**src/rtl/sram_arbiter.sv**
```systemverilog
`timescale 1ns/1ps
// Round-robin arbiter giving a CPU port and a DMA/loader port shared access to one SRAM.
// Every grant walks IDLE -> ACCESS (ACCESS_CYCLES long) -> COMPLETE -> IDLE.
module sram_arbiter #(
   parameter int unsigned ACCESS_CYCLES = 2
) (
   input  logic        Clk,
   input  logic        Reset,
   input  logic        cpu_req,
   input  logic        cpu_we,
   input  logic [15:0] cpu_addr,
   input  logic [15:0] cpu_wdata,
   output logic [15:0] cpu_rdata,
   output logic        cpu_done,
   input  logic        dma_req,
   input  logic        dma_we,
   input  logic [15:0] dma_addr,
   input  logic [15:0] dma_wdata,
   output logic [15:0] dma_rdata,
   output logic        dma_done,
   output logic [15:0] ADDR,
   output logic [15:0] Data_to_SRAM,
   input  logic [15:0] Data_from_SRAM,
   output logic        OE,
   output logic        WE,
   output logic        owner,
   output logic        busy
);

   localparam logic [1:0] S_IDLE     = 2'd0;
   localparam logic [1:0] S_ACCESS   = 2'd1;
   localparam logic [1:0] S_COMPLETE = 2'd2;
   localparam logic [3:0] CNT_LOAD   = 4'(ACCESS_CYCLES);

   logic [1:0]  state_q, state_d;
   logic [3:0]  cnt_q, cnt_d;
   logic        owner_q, owner_d;
   logic        last_owner_q, last_owner_d;
   logic        we_q, we_d;
   logic [15:0] addr_q, addr_d;
   logic [15:0] wdata_q, wdata_d;
   logic        oe_q, oe_d;
   logic        wen_q, wen_d;
   logic [15:0] cpu_rdata_q, cpu_rdata_d;
   logic [15:0] dma_rdata_q, dma_rdata_d;
   logic        cpu_done_q, cpu_done_d;
   logic        dma_done_q, dma_done_d;
   logic        grant_dma;

   // On a tie the port that was not served last wins.
   assign grant_dma = dma_req && (!cpu_req || !last_owner_q);

   // NOTE: every always_comb output gets its default first, so no path can infer a latch.
   always_comb begin
      state_d      = state_q;
      cnt_d        = cnt_q;
      owner_d      = owner_q;
      last_owner_d = last_owner_q;
      we_d         = we_q;
      addr_d       = addr_q;
      wdata_d      = wdata_q;
      oe_d         = oe_q;
      wen_d        = wen_q;
      cpu_rdata_d  = cpu_rdata_q;
      dma_rdata_d  = dma_rdata_q;
      cpu_done_d   = 1'b0;
      dma_done_d   = 1'b0;

      case (state_q)
         S_IDLE: begin
            if (cpu_req || dma_req) begin
               owner_d = grant_dma;
               we_d    = grant_dma ? dma_we    : cpu_we;
               addr_d  = grant_dma ? dma_addr  : cpu_addr;
               wdata_d = grant_dma ? dma_wdata : cpu_wdata;
               oe_d    = !(grant_dma ? dma_we : cpu_we);
               wen_d   =   grant_dma ? dma_we : cpu_we;
               cnt_d   = CNT_LOAD;
               state_d = S_ACCESS;
            end
         end
         S_ACCESS: begin
            if (cnt_q <= 4'd1) begin
               cnt_d   = 4'd0;
               oe_d    = 1'b0;
               wen_d   = 1'b0;
               state_d = S_COMPLETE;
               if (!we_q) begin
                  if (owner_q) dma_rdata_d = Data_from_SRAM;
                  else         cpu_rdata_d = Data_from_SRAM;
               end
               // Done is registered here so it is high exactly during COMPLETE.
               cpu_done_d = !owner_q;
               dma_done_d =  owner_q;
            end else begin
               cnt_d = cnt_q - 4'd1;
            end
         end
         S_COMPLETE: begin
            last_owner_d = owner_q;
            state_d      = S_IDLE;
         end
         default: state_d = S_IDLE;
      endcase
   end

   // NOTE: sequential state uses non-blocking assignments so every register samples pre-edge values.
   always_ff @(posedge Clk or negedge Reset) begin
      if (!Reset) begin
         state_q      <= S_IDLE;
         cnt_q        <= 4'd0;
         owner_q      <= 1'b0;
         last_owner_q <= 1'b1;
         we_q         <= 1'b0;
         addr_q       <= 16'h0000;
         wdata_q      <= 16'h0000;
         oe_q         <= 1'b0;
         wen_q        <= 1'b0;
         cpu_rdata_q  <= 16'h0000;
         dma_rdata_q  <= 16'h0000;
         cpu_done_q   <= 1'b0;
         dma_done_q   <= 1'b0;
      end else begin
         state_q      <= state_d;
         cnt_q        <= cnt_d;
         owner_q      <= owner_d;
         last_owner_q <= last_owner_d;
         we_q         <= we_d;
         addr_q       <= addr_d;
         wdata_q      <= wdata_d;
         oe_q         <= oe_d;
         wen_q        <= wen_d;
         cpu_rdata_q  <= cpu_rdata_d;
         dma_rdata_q  <= dma_rdata_d;
         cpu_done_q   <= cpu_done_d;
         dma_done_q   <= dma_done_d;
      end
   end

   assign ADDR         = addr_q;
   assign Data_to_SRAM = wdata_q;
   assign OE           = oe_q;
   assign WE           = wen_q;
   assign owner        = owner_q;
   assign busy         = (state_q != S_IDLE);
   assign cpu_rdata    = cpu_rdata_q;
   assign dma_rdata    = dma_rdata_q;
   assign cpu_done     = cpu_done_q;
   assign dma_done     = dma_done_q;

endmodule

```
**config.mk**
```make
export PLATFORM = sky130hd
export DESIGN_NAME = sram_arbiter
export DESIGN_NICKNAME = d
export VERILOG_FILES = /design/src/rtl/sram_arbiter.sv
export SDC_FILE = /design/constraint.sdc
export NUM_CORES = 1
export LEC_CHECK = 0
export ABC_AREA = 0
export CAP_MARGIN = 5
export CELL_PAD_IN_SITES_DETAIL_PLACEMENT = 1
export CELL_PAD_IN_SITES_GLOBAL_PLACEMENT = 1
export CORE_MARGIN = 3
export CORE_UTILIZATION = 25
export CTS_CLUSTER_SIZE = 20
export DETAILED_ROUTE_END_ITERATION = 8
export PLACE_DENSITY_LB_ADDON = 0.1
export SYNTH_ARGS = -nofsm -noshare
export SYNTH_HDL_FRONTEND = slang
export SYNTH_SLANG_ARGS = --single-unit
```
**constraint.sdc**
```tcl
create_clock -name Clk -period 4.3 [get_ports Clk]
set_input_delay 1.075 -clock Clk [delete_from_list [all_inputs] [get_ports Clk]]
set_output_delay 1.075 -clock Clk [all_outputs]
set_load 0.02 [all_outputs]
```
# Yosys cells after proc, flatten, opt, wreduce, memory -nomap -nowiden

Cells that the tools add are included.

Add/subtract/negate cells: 1
Magnitude comparators: 1
Equality and inequality tests: 4
Mux-type cells: 18
Bitwise operators: 2
Reduce and logical (&&, ||, !) cells: 16

Operators by type and width:

| cell                | count |
|---|---|
| $mux 16             | 2 |
| $mux 1              | 8 |
| $mux 4              | 2 |
| $pmux 4 s2          | 1 |
| $reduce_and 4->1    | 2 |
| $reduce_and 2->1    | 3 |
| $le 4x1->1 const B  | 1 |
| $logic_not 1->1     | 4 |
| $mux 2              | 2 |
| $ne 2x2->1 const B  | 2 |
| $pmux 1 s2          | 2 |
| $pmux 2 s2          | 1 |
| $reduce_bool 2->1   | 2 |
| $sub 4x1->4 const B | 1 |
| $reduce_and 3->1    | 1 |
| $eq 2x1->1 const B  | 1 |
| $eq 2x2->1 const B  | 1 |
| $logic_not 2->1     | 1 |
| $logic_or 1x1->1    | 2 |
| $not 1->1           | 2 |
| $logic_and 1x1->1   | 1 |

Bits in registers: 77
Word-level logic and storage cells: 55

# Logic depth before layout (Yosys ltp)

Gate-level depths: netlist of the first run.

Depth after elaboration: 7
Gate-level depth with buffers: 7
Mapped depth without buffers: 5

# Worst setup path after synthesis of the first run

OpenSTA, ideal clock, no wires.

Path kind: input-to-reg
Start point: input dma_req
End point: register wdata_q[3] (netlist: Data_to_SRAM[3])
Library setup time: 0.134 ns
Arrival time: 2.074 ns
Data required time: 4.166 ns
Setup slack: 2.092 ns
Stages: 5
Path through: a21boi_0 -> clkbuf_1 -> buf_2 -> mux2i_1 -> o21ai_0

Longest elaborated chain between the ends: 2

Ends and longest elaborated chain:

| what                                                         | RTL line | source |
|---|---|---|
| start, declared                                              | 15       | `input logic dma_req,` |
| $logic_and 1x1->1 / $logic_or 1x1->1 (equally long branches) | 51, 71   |  |
| $mux 16 / $reduce_and 2->1 (equally long branches)           | --       |  |
| end signal, assigned                                         | 130      | `wdata_q <= wdata_d;` |
| end, declared                                                | 41       | `logic [15:0] wdata_q, wdata_d;` |

Parallel ways exist; a longest one is shown, timed or not.
A chain may end at the register's enable or synchronous reset.

# Final worst setup path of the first run

Start point: register state_q[0]
End point: output busy

Longest elaborated chain between the ends: 1

Ends and longest elaborated chain:

| what                   | RTL line | source |
|---|---|---|
| start, declared        | 35       | `logic [1:0] state_q, state_d;` |
| start signal, assigned | 124      | `state_q <= state_d;` |
| $reduce_bool 2->1      | 145      | `assign busy = (state_q != S_IDLE);` |
| end, declared          | 27       | `output logic busy` |

Every way passes these cells.

==> PnR_summary.wiki, run 1 <==
{| class="wikitable"
! Metric !! Value
|-
| Worst VDD drop || 208 uV
|-
| Number of cells on the worst hold path || 1
|-
| RSZ-0062 raised after global routing || no
|-
| Final layout net count || 506
|-
| # hold bufs at CTS || 0
|-
| Worst setup SP type || flop
|-
| Final Hold Viols || 0
|-
| Pre-Repair DR Iteration Count || 4
|-
| Largest net degree at the start of global routing || 78
|-
| Area of the die || between 0.01 and 0.015 sq mm
|-
| Layout cells sized above 1 || 0.135
|-
| Ys async rst share || 1.00
|-
| Number of antenna repair diodes || 0
|-
| Startpoint of the worst-slack reg-to-reg timing path || cnt_q[0]
|-
| Main flop type after synthesis || sky130_fd_sc_hd__dfrtp_1
|-
| Total of flip-flops plus latches after synthesis || just under 80
|-
| Power share of the clock group || 0.202
|-
| Most numerous cell in the Yosys netlist || sky130_fd_sc_hd__dfrtp_1
|-
| Setup fix buffers added after clock tree synthesis || 0
|-
| Required arrival time at the worst endpoint || 3.22 ns
|-
| Internal power || 0.00258 W
|-
| Fin Clk Skew || between 0.008 and 0.009 ns
|-
| Number of cells upsized or downsized after cts || 0
|-
| Buffer cell driving the clock tree root || sky130_fd_sc_hd__clkbuf_16
|-
| Signal arrival time at the worst endpoint || about 1.7 ns
|-
| Outcome || finished clean
|-
| Number of top-level pins || 156
|-
| Number of library cell types mapped by synthesis || 29
|-
| Proportion of netlist area held by the largest area contributor || 0.578
|-
| Headroom to the max-slew limit || 0.337
|-
| Critical register-to-register path endpoint || cpu_rdata[5]
|-
| Synthesized area divided by synthesized cell count || roughly 12 sq um
|-
| Largest cells by area after synthesis || sky130_fd_sc_hd__dfrtp_1 58%, sky130_fd_sc_hd__mux2i_1 10%, sky130_fd_sc_hd__mux2_2 7.5%
|-
| Syn nets || ~350
|-
| Number of non-filler instances in the completed layout || 595
|-
| Sum of overflow across all layers after global routing || 0
|-
| Hold WS || 0.465 ns
|-
| F_max || ~360 MHz
|-
| Critical Path Sink Type || output pin
|-
| Clock input transition at the sequential cells of the worst setup and hold paths || 0.06 ns
|-
| Post-route cell area || 0.00533 sq mm
|-
| Port bufs || 155
|-
| Global-route wire length before repair || 14.0 mm
|-
| Switching power || about 0.0015 W
|-
| H-tree depth || 3
|-
| Starting density of the core || 0.258
|-
| Number of sinks driven by the clock tree || 77
|-
| Cells after DPL || 579
|-
| Routed wire length || 8.81 mm
|-
| Instance area after placement || approximately 0.0050 sq mm
|-
| Post-detailed-route via-to-cell ratio || 4.29
|-
| Vias in the first global route || ~2700
|-
| Clock Latency Late Sink || 0.34 ns
|-
| Maximum number of buffers from clock root to sink || 2
|-
| Number of antenna violations at the first check in global routing || 0
|-
| Seq/Total Area, Yosys || 0.586
|-
| ANT nets after route || 0
|-
| Net switching share of the total power || 0.364
|-
| Top cells by count, synth || 76 x sky130_fd_sc_hd__dfrtp_1, 38 x sky130_fd_sc_hd__nand2_1, 38 x sky130_fd_sc_hd__o21ai_0
|-
| Number of cells traversed by the worst register-to-register path || 5
|-
| Final number of setup-violating endpoints || 0
|-
| Clock period minus worst slack || 2.81 ns
|-
| Endpoint of the worst hold path || cpu_done
|-
| Library cell with the largest summed area after synthesis || sky130_fd_sc_hd__dfrtp_1
|-
| Synth Cell Area || 0.00329 sq mm
|-
| Flop pwr share || 0.319
|-
| Placed wire-length estimate after detailed placement || 6.23 mm
|-
| Die Width || 121 microns
|-
| Type of the worst setup path || reg -> out
|-
| Total Negative Setup Slacks || 0 ns
|-
| Routability cong. || 0.751
|-
| Worst-Margin Slew || 0.994 ns
|-
| Logic gate share of total power || 0.479
|-
| DRC violation count after routing || 0
|-
| Number of CTS-inserted buffers || 9
|-
| Critical path peak fanout || 4
|-
| Critical path launch point || state_q[0]
|-
| Post-Place Setup Slack || 1.32 ns
|-
| # rows || ~40
|-
| Min-delay worst type || reg -> reg
|-
| Power per standard cell area || 759 mW/mm^2
|-
| Total GRT Usage || 0.125
|-
| Register-to-register setup slack || around 2.0 ns
|-
| Drt initial violations || 96
|-
| Total number of yosys warnings || 0
|-
| Leakage || 2.29 nW
|-
| EDFF count, synth || 0
|-
| WL per Instance || 14.8 microns
|-
| Area delta synth->final || 62.2%
|-
| Height of the die || 121 microns
|-
| Number of pins exceeding their max-slew limit in the final report || 0
|-
| Clock tree from TritonCTS || done
|-
| Smallest setup slack after layout || 1.49 ns
|-
| Min-delay src || owner
|-
| Count of mapped cells out of synthesis || 264
|-
| Std-Cell Core Area || 0.0127 sq mm
|-
| Reported max-cap violation count || 0
|-
| Fin crit share || 0.654
|-
| Vias post-DR || 2555
|}
==> stage by stage <==
stage	power, W	util
detailed placement	0.00329	0.394
CTS	0.00414	0.419
global route	0.00435	0.419
global placement	0.00325	0.394
finish	0.00405	0.419
floorplan	0.00235	-
==> cell families after synthesis <==
family | after synthesis | synth area share
simple gates | 51 | 0.0651
fa+ha+maj | 2 | 0.00761
buf+inv | 21 | 0.0342
flops | 77 | 0.586
compound gates | 47 | 0.0826
mux | 65 | 0.221
xor+xnor | 1 | 0.00266
==> cell usage in the layout, fill, tap and decap left out, types with 5 or more instances in the layout <==
cell type                         instances
sky130_fd_sc_hd__nand2_1                 38
sky130_fd_sc_hd__inv_1                    6
sky130_fd_sc_hd__nor2_1                   5
sky130_fd_sc_hd__o21ai_0                 38
sky130_fd_sc_hd__dfrtp_1                 76
sky130_fd_sc_hd__clkdlybuf4s50_1        154
sky130_fd_sc_hd__mux2_2                  22
sky130_fd_sc_hd__clkbuf_16                9
sky130_fd_sc_hd__mux2_4                  10
sky130_fd_sc_hd__mux2i_1                 33
==> how the worst max path moves through the flow <==
stage,slack (ns),endpoint,depth (start not counted)
after floorplan,2.09,Data_to_SRAM[3],5
after global placement,1.35,we_q,6
after detailed placement,1.32,we_q,6
after CTS,1.43,busy,3
after global routing,1.32,busy,3
final,1.49,busy,3
==> layer usage <==
| layer | GRT usage | vias up | part of all wire |
|---|---|---|---|
| li1 | - | 1225 | - |
| met1 | 0.147 | 1213 | 0.43 |
| met2 | 0.190 | 108 | 0.45 |
| met3 | 0.0608 | 9 | 0.11 |
| met4 | 0.0574 | 0 | 0.015 |
| met5 | 0 | - | 0 |
==> sequential cells by signal, summed over array words and instances (netlist names), 2 cells and up <==
signal        count
dma_rdata        16
state_q           2
cnt_q             4
cpu_rdata        16
Data_to_SRAM     16
ADDR             16
==> final cells by class <==
| class | instances | area [sq um] |
|---|---|---|
| fill | 1420 | 7390 |
| sequential | 77 | 1930 |
| timing repair buffer | 158 | 1570 |
| multi-input combinational | 166 | 1270 |
| clock buffer | 10 | 239 |
| tap | 172 | 215 |
| clock inverter | 6 | 86.3 |
| inverter | 6 | 22.5 |
==> power by group through the flow <==
stage	Clock, W	Combinational [W]	Sequential, W
after floorplan	0	0.000671	0.00168
after global placement	0	0.00196	0.00129
after detailed placement	0	0.00198	0.00131
after CTS	0.000852	0.00198	0.00130
after global routing	0.000886	0.00211	0.00135
final	0.000818	0.00194	0.00129
==> worst max-delay path: stages (launching register included) <==
cell and delay, ns:
sky130_fd_sc_hd__dfrtp_1 0.40, sky130_fd_sc_hd__nor2_1 0.35, sky130_fd_sc_hd__inv_1 0.08, sky130_fd_sc_hd__clkdlybuf4s50_1 0.57
No activity file was read; power rests on OpenSTA's default activity.
==> inputs of run 2 (changes only) <==
==> constraint.sdc (replaced) <==
create_clock -name Clk -period 2.44 [get_ports Clk]
set_input_delay 0.61 -clock Clk [delete_from_list [all_inputs] [get_ports Clk]]
set_output_delay 0.61 -clock Clk [all_outputs]
set_load 0.02 [all_outputs]
==> run 2 against run 1 <==
Effect of this change:
- non-clock buffer count increased by 4
- count of clock-buffer cells in the layout increased by 2
- via count decreased by 0.27%
- critical path depth unchanged
- cell count increased by 0.34%
- sequential power increased by 76%
- clock power increased by 48%
- total power increased by 73%
- register-to-register slack got worse by 1.5 ns
- critical endpoint unchanged
- largest power group unchanged
- highest routed layer unchanged
==> PnR_summary.wiki, run 2 (same netlist as run 1, synthesis figures left out) <==
{| class="wikitable"
! Metric !! Value
|-
| Vias post-DR || between 2000 and 3000
|-
| Worst VDD drop || 355 uV
|-
| Die Width || 121 microns
|-
| Clock Latency Late Sink || around 0.33 ns
|-
| H-tree depth || 3
|-
| Number of CTS-inserted buffers || 9
|-
| Number of cells upsized or downsized after cts || 0
|-
| WL per Instance || ~15 microns
|-
| Post-route cell area || 0.00535 sq mm
|-
| Number of antenna repair diodes || 0
|-
| ANT nets after route || 0
|-
| Headroom to the max-slew limit || 0.702
|-
| Critical path peak fanout || 4
|-
| Power share of the clock group || 0.173
|-
| Reported max-cap violation count || 0
|-
| F_max || 466 MHz
|-
| Final core utilization || 0.421
|-
| Maximum number of buffers from clock root to sink || 2
|-
| Final number of setup-violating endpoints || 0
|-
| RSZ-0062 raised after global routing || no
|-
| Global-route wire length before repair || about 15 mm
|-
| Largest net degree at the start of global routing || 70
|-
| Std-Cell Core Area || between 0.01 and 0.015 sq mm
|-
| Clock period minus worst slack || 2.15 ns
|-
| Fin crit share || 0.880
|-
| Port bufs || 155
|-
| Setup fix buffers added after clock tree synthesis || 0
|-
| Number of sinks driven by the clock tree || 77
|-
| Critical Path Sink Type || output pin
|-
| Net switching share of the total power || 0.369
|-
| Leakage || 2.31 nW
|-
| # hold bufs at CTS || 0
|-
| Number of antenna violations at the first check in global routing || 0
|-
| Clock input transition at the sequential cells of the worst setup and hold paths || 0.05 ns
|-
| Pre-Repair DR Iteration Count || 4
|-
| Buffer cell driving the clock tree root || sky130_fd_sc_hd__clkbuf_16
|-
| Area delta synth->final || 62.8%
|-
| Leading cell types in the layout, fill and taps excluded || 154 x sky130_fd_sc_hd__clkdlybuf4s50_1, 76 x sky130_fd_sc_hd__dfrtp_1, 38 x sky130_fd_sc_hd__o21ai_0, 38 x sky130_fd_sc_hd__nand2_1, 33 x sky130_fd_sc_hd__mux2i_1
|-
| Number of pins exceeding their max-slew limit in the final report || 0
|-
| Placed wire-length estimate after detailed placement || 6.66 mm
|-
| Instance area after placement || 0.00509 sq mm
|-
| Worst setup SP type || flop
|-
| Routability cong. || between 0.7 and 0.8
|-
| Final layout net count || 510
|-
| Outcome || finished clean
|-
| Worst-Margin Slew || 0.447 ns
|-
| Clock tree from TritonCTS || done
|-
| Signal arrival time at the worst endpoint || 1.54 ns
|-
| Height of the die || ~120 microns
|-
| Type of the worst setup path || reg -> out
|-
| Total GRT Usage || 0.130
|-
| Routed wire length || approximately 9 mm
|-
| Starting density of the core || 0.258
|-
| Fin Clk Skew || ~0.0046 ns
|-
| DRC violation count after routing || 0
|-
| Final Hold Viols || 0
|-
| Power per standard cell area || 1310 mW/mm^2
|-
| Min-delay worst type || in -> async
|-
| Internal power || 0.00441 W
|-
| Total Negative Setup Slacks || 0 ns
|-
| Layout cells sized above 1 || 0.136
|-
| Logic gate share of total power || 0.502
|-
| Sum of overflow across all layers after global routing || 0
|-
| Post-detailed-route via-to-cell ratio || approximately 4.3
|-
| Area of the die || 0.0146 sq mm
|-
| Drt initial violations || 94
|-
| Most common library cell in the layout ignoring fill and taps || sky130_fd_sc_hd__clkdlybuf4s50_1
|-
| Flop pwr share || 0.324
|-
| Required arrival time at the worst endpoint || 1.83 ns
|-
| # rows || just over 40
|-
| Number of top-level pins || 156
|-
| Vias in the first global route || 2767
|-
| Switching power || 0.00258 W
|}
run 2: cell count changes in the layout (fill, tap and decap cells not counted):
cell and delta:
sky130_fd_sc_hd__buf_12 +4, sky130_fd_sc_hd__bufinv_16 -2, sky130_fd_sc_hd__clkbuf_1 +1, sky130_fd_sc_hd__clkbuf_8 +1, sky130_fd_sc_hd__clkinv_4 -1, sky130_fd_sc_hd__clkinvlp_4 -1
run 2: final timing paths:
kind	from	endpoint	slack [ns]	cells after the start
hold reg to reg	owner	cpu_done	0.46	1
setup reg to reg	state_q[1]	cpu_rdata[12]	0.47	5
min in group Clk	owner	cpu_done	0.46	1
hold / removal	Reset	cpu_rdata[1]	0.22	1
setup / recovery	state_q[0]	busy	0.29	3
max in group asynchronous	Reset	cpu_rdata[4]	1.61	2
run 2: final cells by class:
cell class	instances	area [sq um]
Clock inverter	2	10.0
Inverter	6	22.5
Tap cell	172	215
Timing Repair Buffer	162	1650
Clock buffer	12	256
Multi-Input combinational cell	166	1270
Fill cell	1413	7370
Sequential cell	77	1930
run 2: routing by layer:
metal / share of wire / vias up / global-route usage
met5: 0 / - / 0
li1: - / 1222 / -
met2: 0.46 / 110 / 0.200
met4: 0.018 / 0 / 0.0574
met3: 0.11 / 11 / 0.0566
met1: 0.41 / 1205 / 0.158
run 2: power groups by stage:
stage,clock (W),combinational (W),sequential (W)
2_1_floorplan,0,0.00118,0.00295
3_3_place_gp,0,0.00354,0.00227
3_5_place_dp,0,0.00359,0.00229
4_1_cts,0.00127,0.00359,0.00228
5_1_grt,0.00133,0.00381,0.00237
6_report,0.00121,0.00351,0.00227
run 2: through the flow:
stage               worst slack (ns)  cells  hold slack (ns)  power (W)
floorplan                      0.631    264            0.314    0.00413
global placement               0.291    583            0.455    0.00581
detailed placement             0.235    583            0.465    0.00588
CTS                            0.260    597            0.231    0.00715
global route                   0.209    597            0.254    0.00751
finish                         0.294    597            0.220    0.00699
run 2: worst max-delay path: stages, from the launching register on:
cell,delay [ns]
sky130_fd_sc_hd__dfrtp_1,0.40
sky130_fd_sc_hd__nor2_1,0.18
sky130_fd_sc_hd__inv_1,0.06
sky130_fd_sc_hd__clkdlybuf4s50_1,0.57
